File: src/rtl/fnd_scan_controller.sv
// 4-digit 7-segment scan controller: guard/show slot timing, once-per-frame
// snapshot of display data, leading-zero suppression and per-digit masking.
module fnd_scan_controller #(
  parameter int SCAN_DIV  = 100000,
  parameter int BLANK_CYC = 1000
) (
  input  logic        i_clk,
  input  logic        i_rst_n,
  input  logic        i_en,
  input  logic [15:0] i_value,
  input  logic [3:0]  i_dp,
  input  logic [3:0]  i_mask,
  input  logic        i_lz_en,
  input  logic        i_page,
  output logic [2:0]  o_digitSelect,
  output logic        o_blank,
  output logic [3:0]  o_bcd,
  output logic        o_dp,
  output logic        o_frame_tick
);

  localparam int CW = (SCAN_DIV > 2) ? $clog2(SCAN_DIV) : 1;
  localparam logic [CW-1:0] CNT_LAST   = CW'(SCAN_DIV - 1);
  localparam logic [CW-1:0] BLANK_LAST = CW'(BLANK_CYC - 1);

  localparam logic [1:0] ST_IDLE  = 2'd0;
  localparam logic [1:0] ST_GUARD = 2'd1;
  localparam logic [1:0] ST_SHOW  = 2'd2;

  logic [1:0]    state_q, state_d;
  logic [CW-1:0] cnt_q, cnt_d;
  logic [1:0]    digit_q, digit_d;
  logic [15:0]   val_q, val_d;
  logic [3:0]    dp_q, dp_d;
  logic [3:0]    mask_q, mask_d;
  logic          lz_q, lz_d;
  logic          page_q, page_d;
  logic          capture;
  logic          tick_d, blank_d, dp_out_d;
  logic [3:0]    bcd_d;
  logic [2:0]    dsel_d;

  // True when every nibble at or above digit d is zero; digit 0 always shows.
  function automatic logic lz_blank(input logic [15:0] v, input logic [1:0] d);
    case (d)
      2'd1:    lz_blank = (v[15:4] == 12'h000);
      2'd2:    lz_blank = (v[15:8] == 8'h00);
      2'd3:    lz_blank = (v[15:12] == 4'h0);
      default: lz_blank = 1'b0;
    endcase
  endfunction

  always_comb begin
    // NOTE: every signal gets a default first so no path leaves it unassigned (no latches).
    state_d = state_q;
    cnt_d   = cnt_q;
    digit_d = digit_q;
    capture = 1'b0;
    tick_d  = 1'b0;
    if (!i_en) begin
      state_d = ST_IDLE;
      cnt_d   = '0;
      digit_d = 2'd0;
    end else begin
      case (state_q)
        ST_IDLE: begin
          capture = 1'b1;
          tick_d  = 1'b1;
          state_d = ST_GUARD;
          cnt_d   = '0;
          digit_d = 2'd0;
        end
        ST_GUARD: begin
          cnt_d = cnt_q + 1'b1;
          if (cnt_q == BLANK_LAST) state_d = ST_SHOW;
        end
        ST_SHOW: begin
          if (cnt_q == CNT_LAST) begin
            cnt_d   = '0;
            digit_d = digit_q + 2'd1;
            state_d = ST_GUARD;
            if (digit_q == 2'd3) begin
              capture = 1'b1;
              tick_d  = 1'b1;
            end
          end else begin
            cnt_d = cnt_q + 1'b1;
          end
        end
        default: begin
          state_d = ST_IDLE;
          cnt_d   = '0;
          digit_d = 2'd0;
        end
      endcase
    end

    val_d  = capture ? i_value : val_q;
    dp_d   = capture ? i_dp    : dp_q;
    mask_d = capture ? i_mask  : mask_q;
    lz_d   = capture ? i_lz_en : lz_q;
    page_d = capture ? i_page  : page_q;

    // Outputs are precomputed from next state so they register on the same edge.
    blank_d  = (state_d != ST_SHOW) | mask_d[digit_d] | (lz_d & lz_blank(val_d, digit_d));
    bcd_d    = (state_d == ST_IDLE) ? 4'h0 : val_d[{digit_d, 2'b00} +: 4];
    dp_out_d = (state_d == ST_IDLE) ? 1'b0 : dp_d[digit_d];
    dsel_d   = (state_d == ST_IDLE) ? 3'b000 : {page_d, digit_d};
  end

  // NOTE: sequential state uses non-blocking assignments only.
  always_ff @(posedge i_clk or negedge i_rst_n) begin
    if (!i_rst_n) begin
      state_q       <= ST_IDLE;
      cnt_q         <= '0;
      digit_q       <= 2'd0;
      // NOTE: shadow registers are small and reset explicitly so a fresh frame never shows stale data.
      val_q         <= 16'h0000;
      dp_q          <= 4'h0;
      mask_q        <= 4'h0;
      lz_q          <= 1'b0;
      page_q        <= 1'b0;
      o_digitSelect <= 3'b000;
      o_blank       <= 1'b1;
      o_bcd         <= 4'h0;
      o_dp          <= 1'b0;
      o_frame_tick  <= 1'b0;
    end else begin
      state_q       <= state_d;
      cnt_q         <= cnt_d;
      digit_q       <= digit_d;
      val_q         <= val_d;
      dp_q          <= dp_d;
      mask_q        <= mask_d;
      lz_q          <= lz_d;
      page_q        <= page_d;
      o_digitSelect <= dsel_d;
      o_blank       <= blank_d;
      o_bcd         <= bcd_d;
      o_dp          <= dp_out_d;
      o_frame_tick  <= tick_d;
    end
  end

endmodule

File: config.mk
export PLATFORM = sky130hd
export DESIGN_NAME = fnd_scan_controller
export DESIGN_NICKNAME = d
export VERILOG_FILES = /design/src/rtl/fnd_scan_controller.sv
export SDC_FILE = /design/constraint.sdc
export NUM_CORES = 1
export LEC_CHECK = 0
export BUFFER_PORTS_ARGS = -buffer_cell sky130_fd_sc_hd__buf_2
export CORE_MARGIN = 2
export CORE_UTILIZATION = 25
export CTS_CLUSTER_DIAMETER = 100
export DETAILED_ROUTE_END_ITERATION = 10
export SLEW_MARGIN = 20
export SYNTH_ARGS = -nofsm -noshare
export SYNTH_HDL_FRONTEND = slang
export SYNTH_SLANG_ARGS = --single-unit
File: constraint.sdc
create_clock -name i_clk -period 2.8 [get_ports i_clk]
set_input_delay 0.14 -clock i_clk [delete_from_list [all_inputs] [get_ports i_clk]]
set_output_delay 0.14 -clock i_clk [all_outputs]
set_load 0.005 [all_outputs]
Word-level counts from Yosys, hierarchy flattened
Cells that the tools add are included.

Register bits: 57. Input port bits: 29. Output and inout port bits: 10. Logic and storage cells: 61.

Add/subtract/negate cells: 2. Magnitude comparators: 1. Equality and inequality tests: 9. Shift-type cells: 1. Muxes and demuxes: 27. Bitwise logic cells: 3. Reductions and logical operators: 5.

Operator list (number): 17-bit 2-to-1 mux (2); 17-bit one-hot mux with 2 select lines (1); 17-bit by 1-bit adder with 17-bit output (second input constant) (1); 17-bit by 10-bit equality test with 1-bit output (second input constant) (1); 17-bit equality test (second input constant) (1); 16-bit 2-to-1 mux (1); 16-bit by 5-bit indexed part select with 4-bit output (1); 12-bit zero test (1); 4-bit 2-to-1 mux (3); 2-bit 2-to-1 mux (5); 2-bit equality test (second input constant) (4); 8-bit zero test (1); 1-bit 2-to-1 mux (8); 2-bit one-hot mux with 3 select lines (1); 1-bit binary-select mux with 2-bit select (2); 2-bit by 1-bit equality test with 1-bit output (second input constant) (2); 2-bit zero test (2); 4-bit zero test (1); 2-bit one-hot mux with 2 select lines (1); 2-bit by 3-bit less-than comparator with 1-bit output (second input constant) (1); 3-bit 2-to-1 mux (1); 1-bit one-hot mux with 3 select lines (1); 2-bit by 1-bit adder with 2-bit output (second input constant) (1); 2-bit != test (second input constant) (1); other kinds (3) (4).

Longest topological paths before layout
Gate-level depths: netlist (run 1).

Depth after elaboration: 10. Gate-level depth with buffers: 10. Mapped depth without buffers: 8.

Worst setup path after synthesis (run 1)
No wires, ideal clock.

Path kind: register to register. From: register cnt_q[0]. To: register o_bcd[2]. Library setup time: 135 ps. Arrival time: 2388 ps. Required time: 2665 ps. Path slack: 277 ps. Cell stages (with the launch flop): 11. Path buffers: 2. Clock period less this slack: 2523 ps. Path through: dfrtp_1 -> ha_1 -> and4_1 -> and3_1 -> buf_6 -> a32o_1 -> buf_6 -> mux2_4 -> mux2_2 -> a222oi_1 -> nor2_1.

Longest elaborated chain between the ends: 7. Elaborated cells between the ends (all ways): 16. Those cells by class: 2 x eq/ne; 1 x shift; 12 x mux; 1 x reduce/logical.

RTL lines: start, declared (line 31) `logic [CW-1:0] cnt_q, cnt_d;`; start signal, assigned (line 130) `cnt_q <= cnt_d;`; 17-bit equality test (line 78) `if (cnt_q == CNT_LAST) begin`; 1-bit 2-to-1 mux (line 78); 1-bit one-hot mux with 2 select lines (line 65) `case (state_q)`; 1-bit 2-to-1 mux (line 60) `if (!i_en) begin`; 16-bit 2-to-1 mux (line 98) `val_d = capture ? i_value : val_q;`; net val_d[10] (line 33) `logic [15:0] val_q, val_d;`; 16-bit by 5-bit indexed part select with 4-bit output (line 106) `bcd_d = (state_d == ST_IDLE) ? 4'h0 : val_d[{digit_d, 2'b00} +: 4];`; 4-bit 2-to-1 mux (line 106); net bcd_d[2] (line 40) `logic [3:0] bcd_d;`; end signal, assigned (line 125) `o_bcd <= 4'h0;`; end signal, assigned (line 139) `o_bcd <= bcd_d;`; end, declared (line 17) `output logic [3:0] o_bcd,`.

The timed path passes the listed nets, and every way through them passes these cells.

Worst setup path after layout (run 1)
From: register cnt_q[0]. To: register o_bcd[0].

The elaborated chain is that of the path after synthesis.

==> flow_summary.ini, run 1 <==
[status]
status = completed

[yosys]
netlist.area_leader.share_pct = 51.52
synth_flop_cell = dfrtp_1
ys_ff_latch = 57
yosys.area.top_type = dfrtp_1
synth_edf_count = 0
ys_top_cells_by_area = dfrtp_1 52%, mux2_2 8.3%, mux2_4 5.0%
synth_commonest_cells = 56 x dfrtp_1, 29 x nor2_1, 20 x mux2_2, 16 x nand2_1
synthesis.nets = 266
yosys_warnings = 0
async_flop_share_pct = 100.0
syn_area_per_cell_um2 = 11.78
syn-cell-area_um2 = 2720
ys_types = 44
ys_seq_area_share_pct = 52.48
yosysMostFrequentCell = dfrtp_1
syn_inst = 231

[placed_design]
hpwl_mm = 4.402
placedInstanceArea_um2 = 3134
gp_congestion = 0.7988
portBuffers = 38

[global_route]
grt_pass1_wl_mm = 9.880
antenna_found_initial = 0
track_usage_pct = 11.08
grt_overflow_total = 0
grt_max_degree = 32
grt_pass1_vias = 2018

[sta]
hold_viol = 0
rsz0062_at_grt = false
worst_slew_pin_slew_ps = 427.1
max_freq_ghz = 0.3738
slew_violations = 0
relSlewSlack_pct = 71.37
finalSetupViolCount = 0
fin_crit_sh_pct = 95.53
fin_worst_skew_ps = 8.864
period_needed_ps = 2675
totalNegativeSetupSlack_ps = 0

[setup_path]
crit_start = cnt_q[0]
critPathMaxStageDelay_ps = 410
criticalPathCategory = reg2reg
start_kind = register
slowest_stage = dfrtp_1
cp.required_ps = 3010
crit_fanout = 16
rr_startpoint = cnt_q[0]
arrival_ps = 2880
critPathCaptureType = register
crit_chain = ha_1, and4_1, and3_1, a32o_2, buf_12, mux2_4, mux2_2, a222oi_1, nor2_1

[route]
finalWirelength_mm = 6.052
avgViaCountPerCell = 4.576
drtIter0Drc = 137
drt_first_pass_iters = 5
wl_per_cell_um = 14.01
vias = 1977
drc = 0
postRouteAntennaNets = 0

[pwr]
p_leak_nw = 1.465
peakVddDrop_mv = 0.2576
pwr_density_cell_nw_per_um2 = 573.6

[layout]
drive_gt1_share_pct = 33.90
fin_util_pct = 31.46
nets = 322
postLayoutCellArea_um2 = 3381
area_growth_pct = 24.29
antenna_cells = 0

[clock_network]
cts_max_path_buffers = 2
h-tree-depth = 3
tritoncts = done
root_buffer = clkbuf_8
cts_buffers = 9
clk_pin_slew_ps = 70
clk_latency_ps = 330
numClockSinks = 57

[min_path]
worstHoldStart = i_dp[3]
min_path_type = in2reg

[floorplanning]
ios = 39
die_h_um = 108.3
die_w_um = 108.3
rows = 38
coreArea_um2 = 10750
die-area_um2 = 11730
start_util_pct = 25.31

[job]
drv_cap = 0
critical path, delay by kind of cell (launching register included):
family / cells / cell delay (ps)
AO/OA/AOI/OAI: 2 / 630
adder cells (fa/ha/maj): 1 / 260
buffers and inverters: 1 / 170
flip-flops: 1 / 410
multiplexers: 2 / 600
AND/OR/NAND/NOR: 3 / 480
through the flow:
stage          hold slack [ps]  worst slack [ps]  total power, mW  cells
6_report                 46.89             125.1            1.939    432
5_1_grt                  35.83             14.93            2.041    432
4_1_cts                  30.74             124.2            1.968    431
3_5_place_dp             102.7             152.5            1.178    414
3_3_place_gp             102.4             197.6            1.175    414
2_1_floorplan           -155.6             276.7            1.081    231
layout by cell type, fill, tap and decap left out, drive strengths merged, types with 4 or more instances in the layout:
cell	instances
a21oi	5
a222oi	5
buf	48
clkbuf	11
dfrtp	56
ha	6
inv	4
mux2	33
nand2	16
nand3	10
nand4	4
nor2	29
nor3	4
nor4	7
o21ai	4
xnor2	4
xor2	10
sequential cells by signal, summed over array words and instances, names as in the netlist, 2 cells and up:
register	flops
dp_q	4
state_q	2
mask_q	4
digit_q	2
o_bcd	4
val_q	16
cnt_q	17
o_digitSelect	3
kinds of logic after synthesis:
family | Yosys count | share of synthesized area, %
AO/OA/AOI/OAI | 25 | 6.808
XOR/XNOR | 14 | 4.508
adder cells (fa/ha/maj) | 6 | 2.760
buffers and inverters | 8 | 1.840
flip-flops | 57 | 52.48
multiplexers | 36 | 16.01
AND/OR/NAND/NOR | 85 | 15.59
per-layer routing:
layer / up-vias / GRT usage, % / wire, um
li1: 953 / - / -
met1: 976 / 14.50 / 2823
met2: 38 / 16.89 / 2823
met3: 10 / 3.436 / 301
met4: 0 / 4.853 / 103
met5: - / 0 / 0
report_power, final:
group / internal, mW / switching (mW) / total (mW)
Combinational: 0.130 / 0.114 / 0.244
Clock: 0.436 / 0.334 / 0.770
Sequential: 0.896 / 0.0291 / 0.925
Total: 1.46 / 0.477 / 1.94
worst paths after layout:
path	end	slack, ps	cells past startpoint
worst max-delay path	o_bcd[0]	130	9
worst min-delay path	dp_q[3]	50	2
worst max register to register	o_bcd[0]	130	9
worst min register to register	cnt_q[0]	490	1
max in group asynchronous	cnt_q[16]	1880	3
min in group asynchronous	val_q[10]	270	2
timing repair:
item / CTS / global route
endpoints found under the hold margin: 17 / 0
setup endpoints to repair: 0 / 6
hold buffers: 1 / 0
gates resized for setup: 0 / 3
setup buffers: 0 / 0
area by class of cell:
class | count | area, um^2
fill | 1122 | 7365
sequential | 57 | 1428
multi-input combinational | 166 | 1250
timing repair buffer | 50 | 312.8
tap | 140 | 175.2
clock buffer | 10 | 137.6
clock inverter | 6 | 66.31
inverter | 3 | 11.26
(Power assumes the default switching activity.)
==> run 2: changes to the inputs <==
==> constraint.sdc (replaced) <==
create_clock -name i_clk -period 2.8 [get_ports i_clk]
set_input_delay 0.28 -clock i_clk [delete_from_list [all_inputs] [get_ports i_clk]]
set_output_delay 0.28 -clock i_clk [all_outputs]
set_load 0.005 [all_outputs]
==> run 2 against run 1 <==
Compared with the run above: highest routed layer unchanged; global-route usage is essentially flat; wire length fell by 0.26%; clock skew decreased by 0.68 ps.
==> flow_summary.ini, run 2 (synthesis gave the netlist of run 1 again) <==
[pwr]
peakVddDrop_mv = 0.3328
power_mw = 1.941
p_leak_nw = 1.451
pwr_density_cell_nw_per_um2 = 578.7

[layout]
antenna_cells = 0
fin_util_pct = 31.22
regMostFlops = cnt_q
largestRegisters = cnt_q: 17 flops, val_q: 16 flops
nets = 321
fillCellCount = 1122
area_growth_pct = 23.32
final_cell_mix = 56 x dfrtp_1, 38 x buf_2, 29 x nor2_1
largest_reg_flops = 17
drive_gt1_share_pct = 32.99
final_common_cell = dfrtp_1

[floorplanning]
ios = 39
start_util_pct = 25.31
die-area_um2 = 11730
rows = 38
die_h_um = 108.3
coreArea_um2 = 10750
die_w_um = 108.3

[setup_path]
critPathCaptureType = register
critPathMostFrequentCell = mux2_2
cp.required_ps = 3020
criticalPathCategory = reg2reg
arrival_ps = 2860
cp_num_buf_inv = 1
crit_family = simple AND/OR/NAND/NOR gates
crit_chain = nor4_2, and2_1, a32o_1, buf_12, mux2_2, mux2_2, a222oi_1, nor2_1
slowest_stage = dfrtp_1
critPathMaxStageDelay_ps = 430
start_kind = register
crit_fanout = 31

[clock_network]
clk_pin_slew_ps = 70
cts_buffers = 9
h-tree-depth = 3
tritoncts = done
clk_latency_ps = 340
numClockSinks = 57
root_buffer = clkbuf_8
cts_max_path_buffers = 2
postCtsSetupBuffers = 0

[route]
avgViaCountPerCell = 4.671
finalWirelength_mm = 6.036
vias = 2013
drt_first_pass_iters = 5
top_layer = met4
wl_met3_um = 308
met2_length_mm = 2.702
drc = 0
postRouteAntennaNets = 0
wl_met1_mm = 2.890
drtIter0Drc = 122
wl_per_cell_um = 14.00

[status]
status = completed

[global_route]
grt_pass1_wl_mm = 9.970
grt_pass1_vias = 1991
antenna_found_initial = 0
grt_overflow_total = 0
grt_max_degree = 32
track_usage_pct = 11.10

[min_path]
min_path_type = in2reg

[sta]
finalSetupViolCount = 0
period_needed_ps = 2640
max_freq_ghz = 0.3787
fin_crit_sh_pct = 94.30
fin_ws_ps = 159.6
fin_worst_skew_ps = 8.183
hold_viol = 0
totalNegativeSetupSlack_ps = 0
holdWs_ps = 170.8
slew_violations = 0
rsz0062_at_grt = false
worst_slew_pin_slew_ps = 456.2
relSlewSlack_pct = 69.42

[job]
drv_cap = 0

[placed_design]
hpwl_mm = 4.436
portBuffers = 38
gp_congestion = 0.8508
place_ws_ps = 126.6
==> run 2: final timing paths <==
check	from	end	slack, ps	cells past startpoint
max in group asynchronous	i_rst_n	val_q[4]	1750	3
max reg2reg	cnt_q[11]	o_bcd[1]	160	8
max	cnt_q[11]	o_bcd[1]	160	8
min reg2reg	cnt_q[0]	cnt_q[0]	480	1
min in group asynchronous	i_rst_n	digit_q[0]	370	2
min	i_page	page_q	170	2
==> run 2: what timing repair did <==
item | CTS | global route
resized for setup | 0 | 1
hold endpoints to repair | 10 | 0
hold buffers | 1 | 0
endpoints found under the setup margin | 0 | 6
==> run 2: report_power, final <==
group	total (mW)	switching (mW)	internal, mW
logic	0.237	0.112	0.126
clock network	0.779	0.344	0.436
registers	0.924	0.0286	0.896
==> run 2: worst reg2reg max path, cell delays in order, from the launching register on <==
cell,delay (ps)
dfrtp_1,430
nor4_2,360
and2_1,280
a32o_1,240
buf_12,220
mux2_2,400
mux2_2,280
a222oi_1,250
nor2_1,70
==> run 2: layer usage <==
metal,GRT usage (%),vias to the layer above
met5,0,-
met3,3.496,14
met1,15.38,990
met2,15.95,50
li1,-,959
met4,4.670,0
==> run 2: area by class of cell <==
cell class | count | area (um^2) | area share, %
flip-flops and latches | 57 | 1428 | 42.56
multi-input cells | 166 | 1247 | 37.19
repair buffers | 49 | 287.8 | 8.579
well taps | 140 | 175.2 | 5.222
clock buffers | 10 | 137.6 | 4.103
clock inverters | 6 | 67.56 | 2.014
inverters | 3 | 11.26 | 0.3357
==> run 2: through the flow <==
stage	area (um^2)	std cells
finish	3354	431
global route	3354	431
CTS	3349	431
detailed placement	3134	414
global placement	3134	414
floorplan	2720	231
==> run 3: changes to the inputs <==
--- a/config.mk
+++ b/config.mk
@@ -5,6 +5,7 @@
 export SDC_FILE = /design/constraint.sdc
 export NUM_CORES = 1
 export LEC_CHECK = 0
+export ABC_AREA = 1
 export BUFFER_PORTS_ARGS = -buffer_cell sky130_fd_sc_hd__buf_2
 export CORE_MARGIN = 2
 export CORE_UTILIZATION = 25
==> run 3 against run 2 <==
Compared with the run above: wire length grew 9.4%; combinational power shrank 14%; die area is 4.2% higher; critical path depth grew 8; total power rose by 23%; worst setup slack gained 210 ps.
==> flow_summary.ini, run 3 <==
[yosys]
netlist.area_leader.share_pct = 49.34
yosys.area.top_type = dfrtp_1
synthesis.nets = 386
syn_inst = 351
synth_commonest_cells = 106 x nand2_1, 56 x dfrtp_1, 43 x nand3_1, 42 x nor2_1, 34 x inv_1
syn-cell-area_um2 = 2840
yosysMostFrequentCell = nand2_1
synth_edf_count = 0
async_flop_share_pct = 100.0
ys_seq_area_share_pct = 50.26
syn_area_per_cell_um2 = 8.092
ys_ff_latch = 57
ys_types = 34
synth_flop_cell = dfrtp_1
yosys_warnings = 0
ys_top_cells_by_area = dfrtp_1 49%, nand2_1 14%, nand3_1 7.6%

[setup_path]
crit_fanout = 21
rr_startpoint = cnt_q[0]
critPathCaptureType = register
criticalPathCategory = reg2reg
cp_num_buf_inv = 2
cp.required_ps = 3050
critPathMaxStageDelay_ps = 370
rr_worst_depth = 16
critPathMostFrequentCell = nand2_1
start_kind = register
r2r-end = o_blank
crit_family = simple AND/OR/NAND/NOR gates
reg2reg_slack_ps = 370
crit_chain = ha_1, nand2_1, inv_2, nand2_2, nor2_4, nand4_1, nand2_2, nand2_2, inv_2, nand2_1, nand2_1, nor2_1, nand2_1, nand2_1, nand3_1, nand2_1
arrival_ps = 2680
path_depth = 16
slowest_stage = dfrtp_1

[sta]
slew_violations = 0
hold_viol = 0
fin_worst_skew_ps = 7.773
fin_crit_sh_pct = 86.75
finalSetupViolCount = 0
max_freq_ghz = 0.4117
totalNegativeSetupSlack_ps = 0
rsz0062_at_grt = false
worst_slew_pin_slew_ps = 489.3
relSlewSlack_pct = 67.38
period_needed_ps = 2429

[floorplanning]
rows = 38
start_util_pct = 25.86
die_w_um = 110.6
die_h_um = 110.6
die-area_um2 = 12230
ios = 39
coreArea_um2 = 10980

[layout]
fin_util_pct = 31.95
antenna_cells = 0
layout.cells.non_filler = 538
drive_gt1_share_pct = 19.10
largestRegisters = cnt_q: 17 flops, val_q: 16 flops
nets = 428
regMostFlops = cnt_q
fillCellCount = 1148
area_growth_pct = 23.57
final_cell_mix = 106 x nand2_1, 56 x dfrtp_1, 43 x nand3_1
largest_reg_flops = 17
final_common_cell = nand2_1

[global_route]
grt_overflow_total = 0
antenna_found_initial = 0
track_usage_pct = 11.65
grt_max_degree = 40
grt_pass1_wl_mm = 11.57
grt_pass1_vias = 2424

[clock_network]
postCtsSetupBuffers = 0
h-tree-depth = 3
cts_resized = 0
root_buffer = clkbuf_16
cts_max_path_buffers = 2
hold_buffers = 1
cts_buffers = 9
numClockSinks = 57
clk_pin_slew_ps = 50
tritoncts = done
clk_latency_ps = 330

[route]
avgViaCountPerCell = 4.342
drt_first_pass_iters = 4
finalWirelength_mm = 6.605
drc = 0
wl_per_cell_um = 12.28
vias = 2336
postRouteAntennaNets = 0
drtIter0Drc = 148

[placed_design]
hpwl_mm = 4.808
portBuffers = 38
dp.cells = 521
gp_congestion = 0.8190

[min_path]
min_path_type = in2reg
worstHoldStart = i_dp[1]
hold_path_end = dp_q[1]
hold_depth = 3

[job]
drv_cap = 0

[status]
status = completed

[pwr]
peakVddDrop_mv = 0.2143
p_leak_nw = 1.795
pwr_density_cell_nw_per_um2 = 681.7
==> run 3: how the worst max path moves through the flow <==
stage | startpoint | to
floorplan | cnt_q[0] | o_bcd[2]
global placement | cnt_q[0] | o_blank
detailed placement | cnt_q[0] | o_blank
CTS | cnt_q[0] | o_blank
global route | cnt_q[13] | o_blank
finish | cnt_q[0] | o_blank
==> run 3: final cells by class <==
cell class	instances	area (um^2)	area share, %
flip-flops and latches	57	1428	40.68
clock buffers	12	256.5	7.308
inverters	37	141.4	4.029
multi-input cells	247	1195	34.05
clock inverters	4	98.84	2.816
repair buffers	41	215.2	6.132
well taps	140	175.2	4.991
==> run 3: cell families (layout without fill, tap and decap cells) <==
group	Yosys count	count (layout)	share of synthesized area [%]
buf+inv	47	94	7.665
fa+ha+maj	6	6	2.643
simple gates	222	222	34.76
flops	57	57	50.26
xor+xnor	4	4	1.234
compound gates	15	15	3.436
==> run 3: through the flow <==
stage	hold slack (ps)	area (um^2)	power (mW)	setup WS, ps
after floorplan	-15.59	2840	1.045	1006
after global placement	240.2	3144	1.119	447.2
after detailed placement	239.6	3144	1.122	348.4
after CTS	172.7	3510	2.423	340.9
after global routing	186.9	3510	2.492	99.98
final	175.7	3510	2.393	370.9
==> run 3: worst min-delay path, delay by kind of cell <==
kind / cells / cell delay (ps)
buffers and inverters: 1 / 70
and+or+nand+nor: 2 / 110
==> run 3: power breakdown <==
part	internal, mW	switching (mW)	total, mW
registers	0.886	0.0176	0.903
clock network	0.918	0.368	1.29
logic	0.0689	0.135	0.204
total	1.87	0.520	2.39
==> run 3: per-layer routing <==
metal  routed length (um)  track usage [%]  vias up
met5                    0                0        -
met4                  201            6.417        0
met3                  271            3.293       13
met2                 2738            16.52       47
met1                 3394            15.91     1077
li1                     -                -     1199
